<file path="src/rtl/agc_seq_pkg.sv">
// Shared definitions for the AGC scan sequencer: FSM states, result status codes
// and the per-channel register map of the wb_agc_ target block.
package agc_seq_pkg;

  typedef enum logic [3:0] {
    S_IDLE,
    S_SEL,
    S_WR_ARM,
    S_POLL_RD,
    S_POLL_GAP,
    S_RD_SQ,
    S_RD_GT,
    S_PUSH,
    S_FIN
  } seq_state_e;

  localparam logic [1:0] ST_OK      = 2'd0;
  localparam logic [1:0] ST_TIMEOUT = 2'd1;
  localparam logic [1:0] ST_BUSERR  = 2'd2;

  localparam logic [21:0] REG_CTRL = 22'h00;
  localparam logic [21:0] REG_STAT = 22'h04;
  localparam logic [21:0] REG_SQ   = 22'h08;
  localparam logic [21:0] REG_GT   = 22'h0C;

  localparam logic [31:0] ARM_WORD = 32'h1;

endpackage

</file>
<file path="src/rtl/wb_classic_xfer.sv">
// Single-access classic Wishbone master: a go pulse launches one registered cycle,
// done/err pulse the cycle after termination, with read data captured on ack.
module wb_classic_xfer (
  input  logic        clk,
  input  logic        rst_n,
  input  logic        go,
  input  logic        we,
  input  logic [21:0] adr,
  input  logic [31:0] wdata,
  output logic        done,
  output logic        err,
  output logic [31:0] rdata,
  output logic        wb_cyc,
  output logic        wb_stb,
  output logic        wb_we,
  output logic [21:0] wb_adr,
  output logic [31:0] wb_dat_w,
  output logic [3:0]  wb_sel,
  input  logic [31:0] wb_dat_r,
  input  logic        wb_ack,
  input  logic        wb_err,
  input  logic        wb_rty
);

  logic fail;
  logic term;

  // Retry is not retried here; the sequencer treats it exactly like an error.
  assign fail   = wb_err | wb_rty;
  assign term   = wb_cyc & (wb_ack | fail);
  assign wb_sel = 4'hF;

  always_ff @(posedge clk or negedge rst_n) begin
    if (!rst_n) begin
      done     <= 1'b0;
      err      <= 1'b0;
      rdata    <= '0;
      wb_cyc   <= 1'b0;
      wb_stb   <= 1'b0;
      wb_we    <= 1'b0;
      wb_adr   <= '0;
      wb_dat_w <= '0;
    end else begin
      done <= term;
      err  <= term & fail;
      if (term) begin
        wb_cyc <= 1'b0;
        wb_stb <= 1'b0;
        if (!fail && !wb_we) rdata <= wb_dat_r;
      end else if (go && !wb_cyc) begin
        wb_cyc   <= 1'b1;
        wb_stb   <= 1'b1;
        wb_we    <= we;
        wb_adr   <= adr;
        wb_dat_w <= wdata;
      end
    end
  end

endmodule

</file>
<file path="src/rtl/agc_scan_sequencer.sv">
// Walks the enabled AGC channels: arm, poll STAT, read SQ and GT, and emit one
// result record per channel on a valid/ready stream.
module agc_scan_sequencer
  import agc_seq_pkg::*;
#(
  parameter int          NCHAN       = 8,
  parameter logic [21:0] CHAN_STRIDE = 22'h400,
  parameter int          POLL_LIMIT  = 1024,
  parameter int          POLL_GAP    = 16
) (
  input  logic                     wb_clk_i,
  input  logic                     wb_rst_n_i,
  input  logic                     start_i,
  input  logic                     abort_i,
  input  logic [NCHAN-1:0]         chan_mask_i,
  output logic                     busy_o,
  output logic                     done_o,
  output logic                     aborted_o,
  output logic                     wb_agc_cyc_o,
  output logic                     wb_agc_stb_o,
  output logic                     wb_agc_we_o,
  output logic [21:0]              wb_agc_adr_o,
  output logic [31:0]              wb_agc_dat_o,
  output logic [3:0]               wb_agc_sel_o,
  input  logic [31:0]              wb_agc_dat_i,
  input  logic                     wb_agc_ack_i,
  input  logic                     wb_agc_err_i,
  input  logic                     wb_agc_rty_i,
  output logic                     res_valid_o,
  input  logic                     res_ready_i,
  output logic [$clog2(NCHAN)-1:0] res_chan_o,
  output logic [31:0]              res_sq_o,
  output logic [31:0]              res_gt_o,
  output logic [1:0]               res_status_o
);

  localparam int CW     = (NCHAN > 1) ? $clog2(NCHAN) : 1;
  localparam int POLL_W = (POLL_LIMIT > 1) ? $clog2(POLL_LIMIT) : 1;
  localparam int GAP_W  = (POLL_GAP > 1) ? $clog2(POLL_GAP) : 1;

  seq_state_e state_q, state_d;

  logic [NCHAN-1:0]  rem_q;
  logic [CW-1:0]     chan_q;
  logic [CW-1:0]     sel_idx;
  logic [POLL_W-1:0] poll_cnt_q;
  logic [GAP_W-1:0]  gap_q;
  logic              sent_q;
  logic              abort_q;
  logic [31:0]       sq_q;
  logic [31:0]       gt_q;
  logic [1:0]        status_q;

  logic              go;
  logic              x_we;
  logic [21:0]       x_off;
  logic [31:0]       x_wdata;
  logic              x_done;
  logic              x_err;
  logic [31:0]       x_rdata;
  logic              stop;
  logic              poll_last;
  logic              gap_last;

  assign poll_last = (poll_cnt_q == POLL_W'(POLL_LIMIT - 1));
  assign gap_last  = (gap_q == GAP_W'(POLL_GAP - 1));

  // Lowest set bit of the remaining mask; served bits are cleared, so order is ascending.
  always_comb begin
    sel_idx = '0;
    for (int i = NCHAN - 1; i >= 0; i--) begin
      if (rem_q[i]) sel_idx = CW'(i);
    end
  end

  always_ff @(posedge wb_clk_i or negedge wb_rst_n_i) begin
    if (!wb_rst_n_i) state_q <= S_IDLE;
    else             state_q <= state_d;
  end

  always_comb begin
    state_d     = state_q;
    go          = 1'b0;
    x_we        = 1'b0;
    x_off       = REG_CTRL;
    x_wdata     = '0;
    busy_o      = 1'b1;
    done_o      = 1'b0;
    aborted_o   = 1'b0;
    res_valid_o = 1'b0;
    stop        = abort_q | abort_i;
    unique case (state_q)
      S_IDLE: begin
        busy_o = 1'b0;
        if (start_i) state_d = S_SEL;
      end
      S_SEL: begin
        if (stop || rem_q == '0) state_d = S_FIN;
        else                     state_d = S_WR_ARM;
      end
      S_WR_ARM: begin
        go      = !sent_q;
        x_we    = 1'b1;
        x_off   = REG_CTRL;
        x_wdata = ARM_WORD;
        if (x_done) state_d = stop ? S_FIN : (x_err ? S_PUSH : S_POLL_RD);
      end
      S_POLL_RD: begin
        go    = !sent_q;
        x_off = REG_STAT;
        if (x_done) begin
          if (stop)            state_d = S_FIN;
          else if (x_err)      state_d = S_PUSH;
          else if (x_rdata[0]) state_d = S_RD_SQ;
          else if (poll_last)  state_d = S_PUSH;
          else if (POLL_GAP == 0) state_d = S_POLL_RD;
          else                 state_d = S_POLL_GAP;
        end
      end
      S_POLL_GAP: begin
        if (stop)          state_d = S_FIN;
        else if (gap_last) state_d = S_POLL_RD;
      end
      S_RD_SQ: begin
        go    = !sent_q;
        x_off = REG_SQ;
        if (x_done) state_d = stop ? S_FIN : (x_err ? S_PUSH : S_RD_GT);
      end
      S_RD_GT: begin
        go    = !sent_q;
        x_off = REG_GT;
        if (x_done) state_d = stop ? S_FIN : S_PUSH;
      end
      S_PUSH: begin
        res_valid_o = 1'b1;
        if (res_ready_i) state_d = S_SEL;
      end
      S_FIN: begin
        busy_o    = 1'b0;
        done_o    = 1'b1;
        aborted_o = abort_q;
        state_d   = S_IDLE;
      end
      default: state_d = S_IDLE;
    endcase
  end

  always_ff @(posedge wb_clk_i or negedge wb_rst_n_i) begin
    if (!wb_rst_n_i) begin
      rem_q      <= '0;
      chan_q     <= '0;
      poll_cnt_q <= '0;
      gap_q      <= '0;
      sent_q     <= 1'b0;
      abort_q    <= 1'b0;
      sq_q       <= '0;
      gt_q       <= '0;
      status_q   <= ST_OK;
    end else begin
      if (go)          sent_q <= 1'b1;
      else if (x_done) sent_q <= 1'b0;

      if (state_q == S_IDLE) abort_q <= 1'b0;
      else if (abort_i)      abort_q <= 1'b1;

      unique case (state_q)
        S_IDLE: if (start_i) rem_q <= chan_mask_i;
        S_SEL: begin
          if (!stop && rem_q != '0) begin
            chan_q         <= sel_idx;
            rem_q[sel_idx] <= 1'b0;
            poll_cnt_q     <= '0;
            sq_q           <= '0;
            gt_q           <= '0;
            status_q       <= ST_OK;
          end
        end
        S_WR_ARM: if (x_done && x_err) status_q <= ST_BUSERR;
        S_POLL_RD: begin
          if (x_done) begin
            if (x_err) status_q <= ST_BUSERR;
            else if (!x_rdata[0]) begin
              poll_cnt_q <= poll_cnt_q + POLL_W'(1);
              gap_q      <= '0;
              if (poll_last) status_q <= ST_TIMEOUT;
            end
          end
        end
        S_POLL_GAP: gap_q <= gap_q + GAP_W'(1);
        S_RD_SQ: begin
          if (x_done) begin
            if (x_err) status_q <= ST_BUSERR;
            else       sq_q     <= x_rdata;
          end
        end
        S_RD_GT: begin
          // An error on the last access still zeroes the SQ value already captured.
          if (x_done) begin
            if (x_err) begin
              status_q <= ST_BUSERR;
              sq_q     <= '0;
            end else begin
              gt_q <= x_rdata;
            end
          end
        end
        default: ;
      endcase
    end
  end

  assign res_chan_o   = chan_q;
  assign res_sq_o     = sq_q;
  assign res_gt_o     = gt_q;
  assign res_status_o = status_q;

  wb_classic_xfer u_xfer (
    .clk      (wb_clk_i),
    .rst_n    (wb_rst_n_i),
    .go       (go),
    .we       (x_we),
    .adr      (CHAN_STRIDE * 22'(chan_q) + x_off),
    .wdata    (x_wdata),
    .done     (x_done),
    .err      (x_err),
    .rdata    (x_rdata),
    .wb_cyc   (wb_agc_cyc_o),
    .wb_stb   (wb_agc_stb_o),
    .wb_we    (wb_agc_we_o),
    .wb_adr   (wb_agc_adr_o),
    .wb_dat_w (wb_agc_dat_o),
    .wb_sel   (wb_agc_sel_o),
    .wb_dat_r (wb_agc_dat_i),
    .wb_ack   (wb_agc_ack_i),
    .wb_err   (wb_agc_err_i),
    .wb_rty   (wb_agc_rty_i)
  );

endmodule

</file>
<file path="config.mk">
export PLATFORM = sky130hd
export DESIGN_NAME = agc_scan_sequencer
export DESIGN_NICKNAME = d
export VERILOG_FILES = /design/src/rtl/agc_seq_pkg.sv /design/src/rtl/wb_classic_xfer.sv /design/src/rtl/agc_scan_sequencer.sv
export SDC_FILE = /design/constraint.sdc
export NUM_CORES = 1
export LEC_CHECK = 0
export BUFFER_PORTS_ARGS = -buffer_cell sky130_fd_sc_hd__buf_2
export CAP_MARGIN = 20
export CORE_MARGIN = 2
export CORE_UTILIZATION = 47
export CTS_CLUSTER_DIAMETER = 60
export DETAILED_ROUTE_END_ITERATION = 8
export GPL_TIMING_DRIVEN = 0
export PLACE_DENSITY = 0.76
export SYNTH_ARGS = -nofsm -noshare
export SYNTH_HDL_FRONTEND = slang
export SYNTH_SLANG_ARGS = --single-unit
</file>
<file path="constraint.sdc">
create_clock -name wb_clk_i -period 2.2 [get_ports wb_clk_i]
set_input_delay 0.11 -clock wb_clk_i [delete_from_list [all_inputs] [get_ports wb_clk_i]]
set_output_delay 0.11 -clock wb_clk_i [all_outputs]
set_load 0.02 [all_outputs]
</file>
==> out/results.ini, run 1 <==
[timing]
fmax_mhz = 449
maxSlewViolCount = 0
max_slew_margin_pct = 54.2
post-route-period-util_pct = 101
fin_ws_ps = -25.9
hold_viol = 0
worstMarginPinSlew_ps = 686
setup_viol = 6
grt_setup_unrepaired = yes
setup_tns_ps = -53.9
holdWs_ps = 100
finClkSkew_ps = 10.7
fin_crit_ps = 2230

[critical_path]
crit_fanout = 10
crit_type = reg2reg
critPathBufInv = 3
cp_slowest_cell = or4b_4
cpMostUsedCell = buf_6
critPathLaunchType = register
critical_path.endpoint_type = register
worstPathArrival_ps = 2560
cpPeakStageDelay_ps = 490
path_cells = buf_6 -> or4b_4 -> a2111oi_4 -> buf_4 -> o32ai_4 -> buf_6 -> o21ai_1
critical_path.top_delay_family = compound AO/OA/AOI/OAI gates
ff2ff_path_depth = 7
crit_required_ps = 2530
critical_path_depth = 7

[clock_network]
cts_tree = done
clk_path_buf_depth = 2
cts.htree.levels = 4
clockRootBuffer = clkbuf_16
clock_sinks = 138
numCtsBuffers = 17
clk_pin_slew_ps = 60
clock_latency_ps = 420

[logic_synthesis]
synthArstFlopShare_pct = 100
synth_edf_count = 0
ys_ff_latch = 138
post_synth_num_cell_types = 58
synthCells = 595
synth_top_area_share_pct = 54.3
syn_area_per_cell_sq_um = 10.7
synth.area.top_cells = dfrtp_1, buf_4, mux2_2, nand2_1, a22o_1
yosysSeqAreaShare_pct = 54.3
synthFlopType = dfrtp_1
syn_area_sq_um = 6360
yosys_warnings = 0
yosys.area.top_type = dfrtp_1

[placed_design]
portBuffers = 129
dp_slack_ps = -404
place_congestion = 0.893
dp_hpwl_um = 11000

[job]
maxCapViolations = 0

[route]
wl_per_cell_um = 16.2
first_iter_violations = 389
routed_wl_um = 16900
vias = 5303
first_pass_iters = 5
drtAntennaViolNets = 0
remaining_drc_errors = 0
vias_per_cell = 5.11

[die]
start_util_pct = 48.1
core_sq_um = 13200
core.rowCount = 42
die_h_um = 120
io_pins = 182
die_w_um = 120
fp.dieArea_sq_um = 14500

[global_route]
grt-ovfl-total = 0
grt_pass1_vias = 5230
antenna_found_initial = 0
grt_max_degree = 80
grt_pass1_wl_um = 25900
grt_usage_pct = 22.6

[cells_and_area]
layout-drive-gt1-share_pct = 37.6
nFillCells = 1000
fin_nets = 900
layout_commonest_cell = dfrtp_1
final_cell_mix = dfrtp_1, buf_2, nand2_1, buf_4, conb_1
synthToLayoutAreaGrowth_pct = 38.2
diodes = 0

[min_path]
hold_depth = 3
hold_path_class = in2reg

[pwr]
p_per_area_nw_per_um2 = 1160
p_leak_uw = 0.00436
peakVddDrop_mv = 0.650
finalPower_uw = 10200

[run_status]
status = complete, but fails checks
violations = setup timing

[metrics by stage]
step | cell area, sq um | util [%] | std cells
floorplan | 6550 | - | 645
global placement | 7420 | 56.0 | 950
detailed placement | 7460 | 56.3 | 952
CTS | 8650 | 65.3 | 1030
global route | 8800 | 66.4 | 1038
finish | 8800 | 66.4 | 1038
[Yosys cell counts, types with 7 or more instances]
cell and count:
a21oi_1 14, mux2_2 38, o21ai_1 32, buf_4 58, nor2_1 31, dfrtp_1 138
clkbuf_1 18, nand3_1 7, o21ai_0 16, a22o_1 36, buf_2 11, nand2_1 96
[kinds of logic after synthesis]
family,after synthesis,synth area share (%)
flops,138,54.3
compound gates,136,15.3
mux,40,7.04
xor+xnor,5,0.688
fa+ha+maj,2,0.393
simple gates,177,12.7
other cells,2,0.118
buf+inv,95,9.48
[worst register-to-register path, stage by stage, from the launching register on]
cell and delay, ps:
dfrtp_1 380, buf_6 150, or4b_4 490, a2111oi_4 310, buf_4 220, o32ai_4 180
buf_6 220, o21ai_1 190
[metal layers]
metal / global-route usage (%) / wire length (um) / vias up / part of all wire [%]
li1: - / - / 2480 / -
met1: 28.3 / 7060 / 2571 / 42
met2: 37.9 / 8350 / 231 / 50
met3: 6.70 / 1220 / 21 / 7.3
met4: 6.90 / 217 / 0 / 1.3
met5: 0 / 0 / - / 0
[flip-flops by register name, indices dropped and copies added (netlist names)]
name,flops
res_gt_o,32
res_sq_o,32
u_xfer.rdata,32
poll_cnt_q,10
rem_q,8
u_xfer.wb_adr,5
gap_q,4
state_q,4
res_chan_o,3
res_status_o,2
abort_q,1
sent_q,1
u_xfer.done,1
u_xfer.err,1
u_xfer.wb_cyc,1
u_xfer.wb_dat_w,1
[final timing paths]
| check | start | end | slack [ps] |
|---|---|---|---|
| min in group asynchronous | wb_rst_n_i | res_gt_o[4]$_DFFE_PN0P_ | 230 |
| setup reg to reg | state_q[0]$_DFFE_PN0P_ | res_gt_o[10]$_DFFE_PN0P_ | -30 |
| setup / recovery | state_q[0]$_DFFE_PN0P_ | res_gt_o[10]$_DFFE_PN0P_ | -30 |
| hold reg to reg | res_gt_o[26]$_DFFE_PN0P_ | res_gt_o[26]$_DFFE_PN0P_ | 480 |
| max in group asynchronous | wb_rst_n_i | res_sq_o[30]$_DFFE_PN0P_ | 1180 |
| hold / removal | wb_agc_rty_i | u_xfer.rdata[29]$_DFFE_PN0P_ | 100 |
[power breakdown]
part | switching, uW | internal [uW] | total, uW
Sequential | 693 | 3230 | 3920
Combinational | 1810 | 1460 | 3260
Clock | 1070 | 1920 | 2990
Total | 3570 | 6610 | 10200
[repair_timing]
item / in CTS / in global routing
hold endpoints to repair: 102 / 0
setup endpoints to repair: 121 / 92
hold buffers: 45 / 0
cloned: 0 / 3
resized for setup: 24 / 39
buffers inserted: 5 / 7
pin swaps: 3 / 3
[layout make-up]
type | instances | area, sq um | area share [%]
clock buffer | 20 | 447 | 5.08
inverter | 6 | 22.5 | 0.256
sequential | 138 | 3460 | 39.3
tap | 176 | 220 | 2.50
clock inverter | 11 | 170 | 1.93
timing repair buffer | 190 | 1240 | 14.1
multi-input combinational | 413 | 2630 | 29.9
buffer | 84 | 613 | 6.97
(Power assumes the default switching activity.)
==> inputs of run 2 (changes only) <==
--- a/config.mk
+++ b/config.mk
@@ -7,12 +7,14 @@
 export LEC_CHECK = 0
 export BUFFER_PORTS_ARGS = -buffer_cell sky130_fd_sc_hd__buf_2
 export CAP_MARGIN = 20
+export CELL_PAD_IN_SITES_DETAIL_PLACEMENT = 1
+export CELL_PAD_IN_SITES_GLOBAL_PLACEMENT = 2
 export CORE_MARGIN = 2
-export CORE_UTILIZATION = 47
+export CORE_UTILIZATION = 29
 export CTS_CLUSTER_DIAMETER = 60
 export DETAILED_ROUTE_END_ITERATION = 8
 export GPL_TIMING_DRIVEN = 0
-export PLACE_DENSITY = 0.76
+export PLACE_DENSITY_LB_ADDON = 0.1
 export SYNTH_ARGS = -nofsm -noshare
 export SYNTH_HDL_FRONTEND = slang
 export SYNTH_SLANG_ARGS = --single-unit
==> run 2 against run 1 <==
Cell count increased by 11%. Worst hold slack got worse by 3.0 ps. Critical endpoint is now res_gt_o[3]$_DFFE_PN0P_. The flow now finishes without violations. Sequential cell count unchanged.
==> out/results.ini, run 2 (synthesized netlist as in run 1, its figures left out) <==
[critical_path]
critPathLaunchType = register
critical_path.top_delay_family = simple AND/OR/NAND/NOR gates
path_cells = or4b_4 -> a2111oi_4 -> buf_6 -> o32ai_4 -> buf_6 -> nand2_1 -> o21ai_1
cpPeakStageDelay_ps = 580  ; +90 ps
ff2ff_path_depth = 7  ; unchanged
crit_type = reg2reg
crit_fanout = 8  ; -2
cp_slowest_cell = or4b_4
cpMostUsedCell = buf_6
critical_path.endpoint_type = register
worstSetupStartpoint = state_q[1]$_DFFE_PN0P_
r2r_setup_slack_ps = 110  ; +130 ps
worstPathArrival_ps = 2380  ; -180 ps
worstReg2RegStart = state_q[1]$_DFFE_PN0P_
r2r_end = res_gt_o[3]$_DFFE_PN0P_
critPathBufInv = 2  ; -1
crit_required_ps = 2480  ; -50 ps

[cells_and_area]
synthToLayoutAreaGrowth_pct = 42.4
layout_commonest_cell = dfrtp_1
fin_nets = 906  ; +0.67%
diodes = 0  ; unchanged
layout-drive-gt1-share_pct = 39.0  ; +1.4 points
finish.utilization_pct = 41.8  ; -25 points
final_cell_mix = dfrtp_1, buf_2, nand2_1, buf_4, conb_1

[timing]
grt_setup_unrepaired = yes
fmax_mhz = 478  ; +6.3%
max_slew_margin_pct = 60.2  ; +5.9 points
hold_viol = 0  ; unchanged
finClkSkew_ps = 9.75  ; -0.931 ps
fin_ws_ps = 106  ; +132 ps
maxSlewViolCount = 0  ; unchanged
setup_viol = 0  ; -6
worstMarginPinSlew_ps = 598  ; -88.6 ps
post-route-period-util_pct = 95.2  ; -6.0 points
fin_crit_ps = 2090  ; -132 ps
holdWs_ps = 97.0  ; -3.02 ps

[global_route]
grt-ovfl-total = 0  ; unchanged
grt_pass1_wl_um = 31100  ; +20%
grt_max_degree = 91  ; +14%
antenna_found_initial = 0  ; unchanged
grt_pass1_vias = 5699  ; +9.0%
grt_usage_pct = 16.7  ; -6.0 points

[min_path]
hold_path_class = in2reg
min_to = u_xfer.done$_DFF_PN0_
hold_depth = 3  ; unchanged
hp-start = wb_agc_rty_i

[die]
start_util_pct = 29.3  ; -19 points
die_w_um = 152  ; +26%
core_sq_um = 21700  ; +64%
fp.dieArea_sq_um = 23100  ; +60%
io_pins = 182  ; unchanged
core.rowCount = 54  ; +29%
die_h_um = 152  ; +26%

[clock_network]
clk_path_buf_depth = 2  ; unchanged
clk_pin_slew_ps = 60  ; about the same
numCtsBuffers = 17  ; unchanged
clock_sinks = 138  ; unchanged
clock_latency_ps = 430  ; about the same
cts.htree.levels = 4  ; unchanged
clockRootBuffer = clkbuf_16
cts_tree = done

[route]
routed_wl_um = 19200  ; +14%
wl_per_cell_um = 16.7  ; +2.9%
first_pass_iters = 4  ; -1
remaining_drc_errors = 0  ; unchanged
drtAntennaViolNets = 0  ; unchanged
vias_per_cell = 4.60  ; -10%
vias = 5281  ; -0.41%
first_iter_violations = 174  ; -55%

[pwr]
p_sw_uw = 3810  ; +6.6%
p_per_area_nw_per_um2 = 1140  ; -1.6%
peakVddDrop_mv = 0.658  ; +1.2%
power_frac_comb_pct = 33.6  ; +1.5 points
finalPower_uw = 10300  ; +1.4%
power.internal_uw = 6520  ; -1.4%
swShare_pct = 36.9  ; +1.8 points
p_leak_uw = 0.00442  ; +1.4%
clkPwrFrac_pct = 28.3  ; -1.1 points
pwr-share-seq_pct = 38.1  ; -0.5 points

[run_status]
status = finished, final reports clean

[placed_design]
portBuffers = 129  ; unchanged
dp_slack_ps = -472  ; -67.6 ps
dp_hpwl_um = 13000  ; +18%
place_congestion = 0.788  ; -12%

[job]
maxCapViolations = 0  ; unchanged

[run 2: changes by cell type in the layout (fill, tap and decap cells not counted), sizes merged]
cell	before	now
buf	214	219
inv	7	12
bufinv	4	2
clkbuf	35	33
clkdlybuf4s18	0	1
clkinvlp	3	2
o32ai	3	4
[run 2: worst max path at each step]
| stage | endpoint | slack, ps | cells after the start |
|---|---|---|---|
| after floorplan | res_gt_o[2]$_DFFE_PN0P_ | 50 | 7 |
| after global placement | res_gt_o[27]$_DFFE_PN0P_ | -1020 | 1 |
| after detailed placement | res_sq_o[17]$_DFFE_PN0P_ | -470 | 7 |
| after CTS | state_q[2]$_DFFE_PN0P_ | 4 | 7 |
| after global routing | poll_cnt_q[7]$_DFFE_PN0P_ | -30 | 7 |
| final | res_gt_o[3]$_DFFE_PN0P_ | 110 | 7 |
[run 2: repair_timing]
action	in CTS	in global routing
setup endpoints to repair	128	124
gates resized for setup	30	59
hold endpoints to repair	92	0
setup buffers	7	7
gates cloned	0	6
pin swaps	3	3
hold buffers	45	0
[run 2: final cells by class]
| class | instances | area [sq um] |
|---|---|---|
| buffer | 85 | 643 |
| clock buffer | 19 | 443 |
| clock inverter | 13 | 156 |
| fill | 2473 | 12600 |
| inverter | 6 | 22.5 |
| multi-input combinational | 414 | 2690 |
| sequential | 138 | 3460 |
| tap | 280 | 350 |
| timing repair buffer | 194 | 1300 |
[run 2: worst reg2reg max path, delay by kind of cell, from the launching register on]
kind                   cells  cell delay (ps)
buffers and inverters      2              390
AOI/OAI and AO/OA          3              470
and+or+nand+nor            2              640
DFF                        1              470
[run 2: power by group through the flow]
stage          Combinational [uW]  Clock [uW]  Sequential, uW
6_report                     3470        2920            3930
5_1_grt                      3810        3100            4050
4_1_cts                      3220        3000            3910
3_5_place_dp                 3010           0            3870
3_3_place_gp                 2940           0            3820
2_1_floorplan                1930           0            3890
[run 2: per-layer routing]
metal,wire [um],global-route usage [%],up-vias
met2,9060,27.1,126
met3,922,3.98,21
met4,362,6.28,0
li1,-,-,2496
met5,0,0,-
met1,8850,21.6,2638
[run 2: metrics by stage]
stage / TNS, ps / instances / area (sq um)
after global placement: -182170 / 1054 / 7550
after floorplan: 0 / 645 / 6550
after global routing: -28.2 / 1149 / 9060
final: 0 / 1149 / 9060
after CTS: 0 / 1138 / 8800
after detailed placement: -43450 / 1056 / 7590
==> inputs of run 3 (changes only) <==
--- a/config.mk
+++ b/config.mk
@@ -10,7 +10,8 @@
 export CELL_PAD_IN_SITES_DETAIL_PLACEMENT = 1
 export CELL_PAD_IN_SITES_GLOBAL_PLACEMENT = 2
 export CORE_MARGIN = 2
-export CORE_UTILIZATION = 29
+export CORE_UTILIZATION = 30
+export CTS_BUF_LIST = sky130_fd_sc_hd__clkbuf_2 sky130_fd_sc_hd__clkbuf_4 sky130_fd_sc_hd__clkbuf_8
 export CTS_CLUSTER_DIAMETER = 60
 export DETAILED_ROUTE_END_ITERATION = 8
 export GPL_TIMING_DRIVEN = 0
==> run 3 against run 2 <==
Total power down 7.7%. Worst setup slack worse by 23 ps. Utilization up 0.30 points. Critical path type unchanged.
==> out/results.ini, run 3 (synthesized netlist as in run 1, its figures left out) <==
[pwr]
finalPower_uw = 9530  ; -7.7%
p_per_area_nw_per_um2 = 1080  ; -4.9%
p_leak_uw = 0.00431  ; -2.4%
peakVddDrop_mv = 0.389  ; -41%

[timing]
maxSlewViolCount = 0  ; unchanged
hold_viol = 0  ; unchanged
finClkSkew_ps = 9.83  ; +0.0837 ps
setup_viol = 0  ; unchanged
fin_ws_ps = 83.1  ; -22.7 ps
fin_crit_ps = 2120  ; +22.7 ps
grt_setup_unrepaired = yes
worstMarginPinSlew_ps = 572  ; -26.1 ps
post-route-period-util_pct = 96.2  ; +1.0 points
fmax_mhz = 472  ; -1.1%
max_slew_margin_pct = 61.9  ; +1.7 points

[global_route]
grt_pass1_vias = 5438  ; -4.6%
grt_usage_pct = 16.7  ; +0.067 points
grt_pass1_wl_um = 29000  ; -6.4%
grt_max_degree = 92  ; +1.1%
grt-ovfl-total = 0  ; unchanged
antenna_found_initial = 1  ; +1

[critical_path]
crit_fanout = 11  ; +3
critical_path.endpoint_type = register
worstSetupStartpoint = state_q[1]$_DFFE_PN0P_
crit_required_ps = 2560  ; +80 ps
r2r_setup_slack_ps = 80  ; -20 ps
worstPathArrival_ps = 2480  ; +100 ps
worstReg2RegStart = state_q[1]$_DFFE_PN0P_
r2r_end = state_q[1]$_DFFE_PN0P_
critPathLaunchType = register
ff2ff_path_depth = 8  ; +1
crit_type = reg2reg
endpoint = state_q[1]$_DFFE_PN0P_

[clock_network]
numCtsBuffers = 17  ; unchanged
clockRootBuffer = clkbuf_8
clock_sinks = 138  ; unchanged
cts_tree = done
clock_latency_ps = 440  ; about the same
clk_pin_slew_ps = 80  ; +20 ps
clk_path_buf_depth = 2  ; unchanged
cts.htree.levels = 4  ; unchanged

[route]
first_iter_violations = 179  ; +2.9%
first_pass_iters = 4  ; unchanged
remaining_drc_errors = 0  ; unchanged
drtAntennaViolNets = 0  ; unchanged
vias = 5274  ; -0.13%
vias_per_cell = 4.62  ; +0.57%
routed_wl_um = 18600  ; -3.0%
wl_per_cell_um = 16.3  ; -2.3%

[cells_and_area]
layout_commonest_cell = dfrtp_1
fin_nets = 903  ; -0.33%
finish.utilization_pct = 42.1  ; +0.30 points
synthToLayoutAreaGrowth_pct = 38.2
layout-drive-gt1-share_pct = 38.3  ; -0.74 points
final_cell_mix = dfrtp_1, buf_2, nand2_1, buf_4, conb_1
final_cells = 1141  ; -0.70%

[die]
start_util_pct = 30.5  ; +1.1 points
io_pins = 182  ; unchanged
fp.dieArea_sq_um = 22400  ; -3.2%
die_h_um = 150  ; -1.6%
die_w_um = 150  ; -1.6%
core_sq_um = 20900  ; -3.7%
core.rowCount = 53  ; -1.9%

[placed_design]
dpl.cell_count = 1051  ; -0.47%
portBuffers = 129  ; unchanged
dp_hpwl_um = 12900  ; -0.39%
place_congestion = 0.813  ; +3.1%
dp_slack_ps = -513  ; -41.3 ps

[job]
maxCapViolations = 0  ; unchanged

[run_status]
status = finished, final reports clean

[min_path]
hold_path_class = in2reg

[run 3: changes by cell type in the layout (fill, tap and decap cells not counted), moves of 3 or more]
cell	delta
buf_4	+3
buf_6	-5
clkbuf_16	-17
clkbuf_8	+17
nand2_1	+3
nand2_2	-3
[run 3: area by class of cell]
type	instances	area, sq um
multi-input combinational	413	2650
sequential	138	3460
timing repair buffer	192	1270
fill	2403	12100
buffer	85	642
inverter	6	22.5
tap	275	344
antenna	1	2.50
clock buffer	18	241
clock inverter	13	169
[run 3: worst min-delay path by stage]
stage | from | to | slack, ps | cells past startpoint
6_report | wb_agc_rty_i | u_xfer.done$_DFF_PN0_ | 40 | 3
4_1_cts | wb_agc_rty_i | u_xfer.done$_DFF_PN0_ | 7 | 3
3_5_place_dp | wb_rst_n_i | u_xfer.wb_adr[11]$_DFFE_PN0P_ | 90 | 1
5_1_grt | wb_agc_rty_i | u_xfer.done$_DFF_PN0_ | 30 | 3
2_1_floorplan | wb_rst_n_i | abort_q$_DFFE_PN0P_ | -190 | 0
3_3_place_gp | chan_mask_i[3] | rem_q[3]$_DFFE_PN0P_ | 300 | 3
[run 3: worst max-delay path: stages (launching register included)]
cell and delay (ps):
dfrtp_1 480, or4b_4 590, a2111oi_4 220, buf_6 190, buf_8 140, buf_4 130, a21oi_1 40, o31a_1 100
o21ai_0 140
[run 3: timing repair]
item                                    in CTS  in global routing
endpoints found under the hold margin       91                  0
pin swaps                                    3                  3
resized for setup                           30                 51
endpoints found under the setup margin     129                 84
setup buffers                                6                  9
gates cloned                                 0                  2
hold buffers                                45                  0
[run 3: power breakdown]
part	internal [uW]	switching [uW]	leakage, uW
combinational	1550	1900	0.00228
clock	1140	1040	0.000201
sequential	3220	673	0.00183
[run 3: per-stage QoR]
stage               TNS (ps)  hold WS [ps]  cell area, sq um
global route            -125          34.1              8790
global placement     -170340           302              7540
CTS                    -34.5          7.04              8590
floorplan                  0          -186              6550
finish                     0          35.2              8790
detailed placement    -37120          88.4              7580
[run 3: metal layers]
metal	share of wire (%)	global-route usage (%)
met1	45	21.7
met5	0	0
met3	5.8	4.79
met2	48	27.1
met4	1.2	5.24
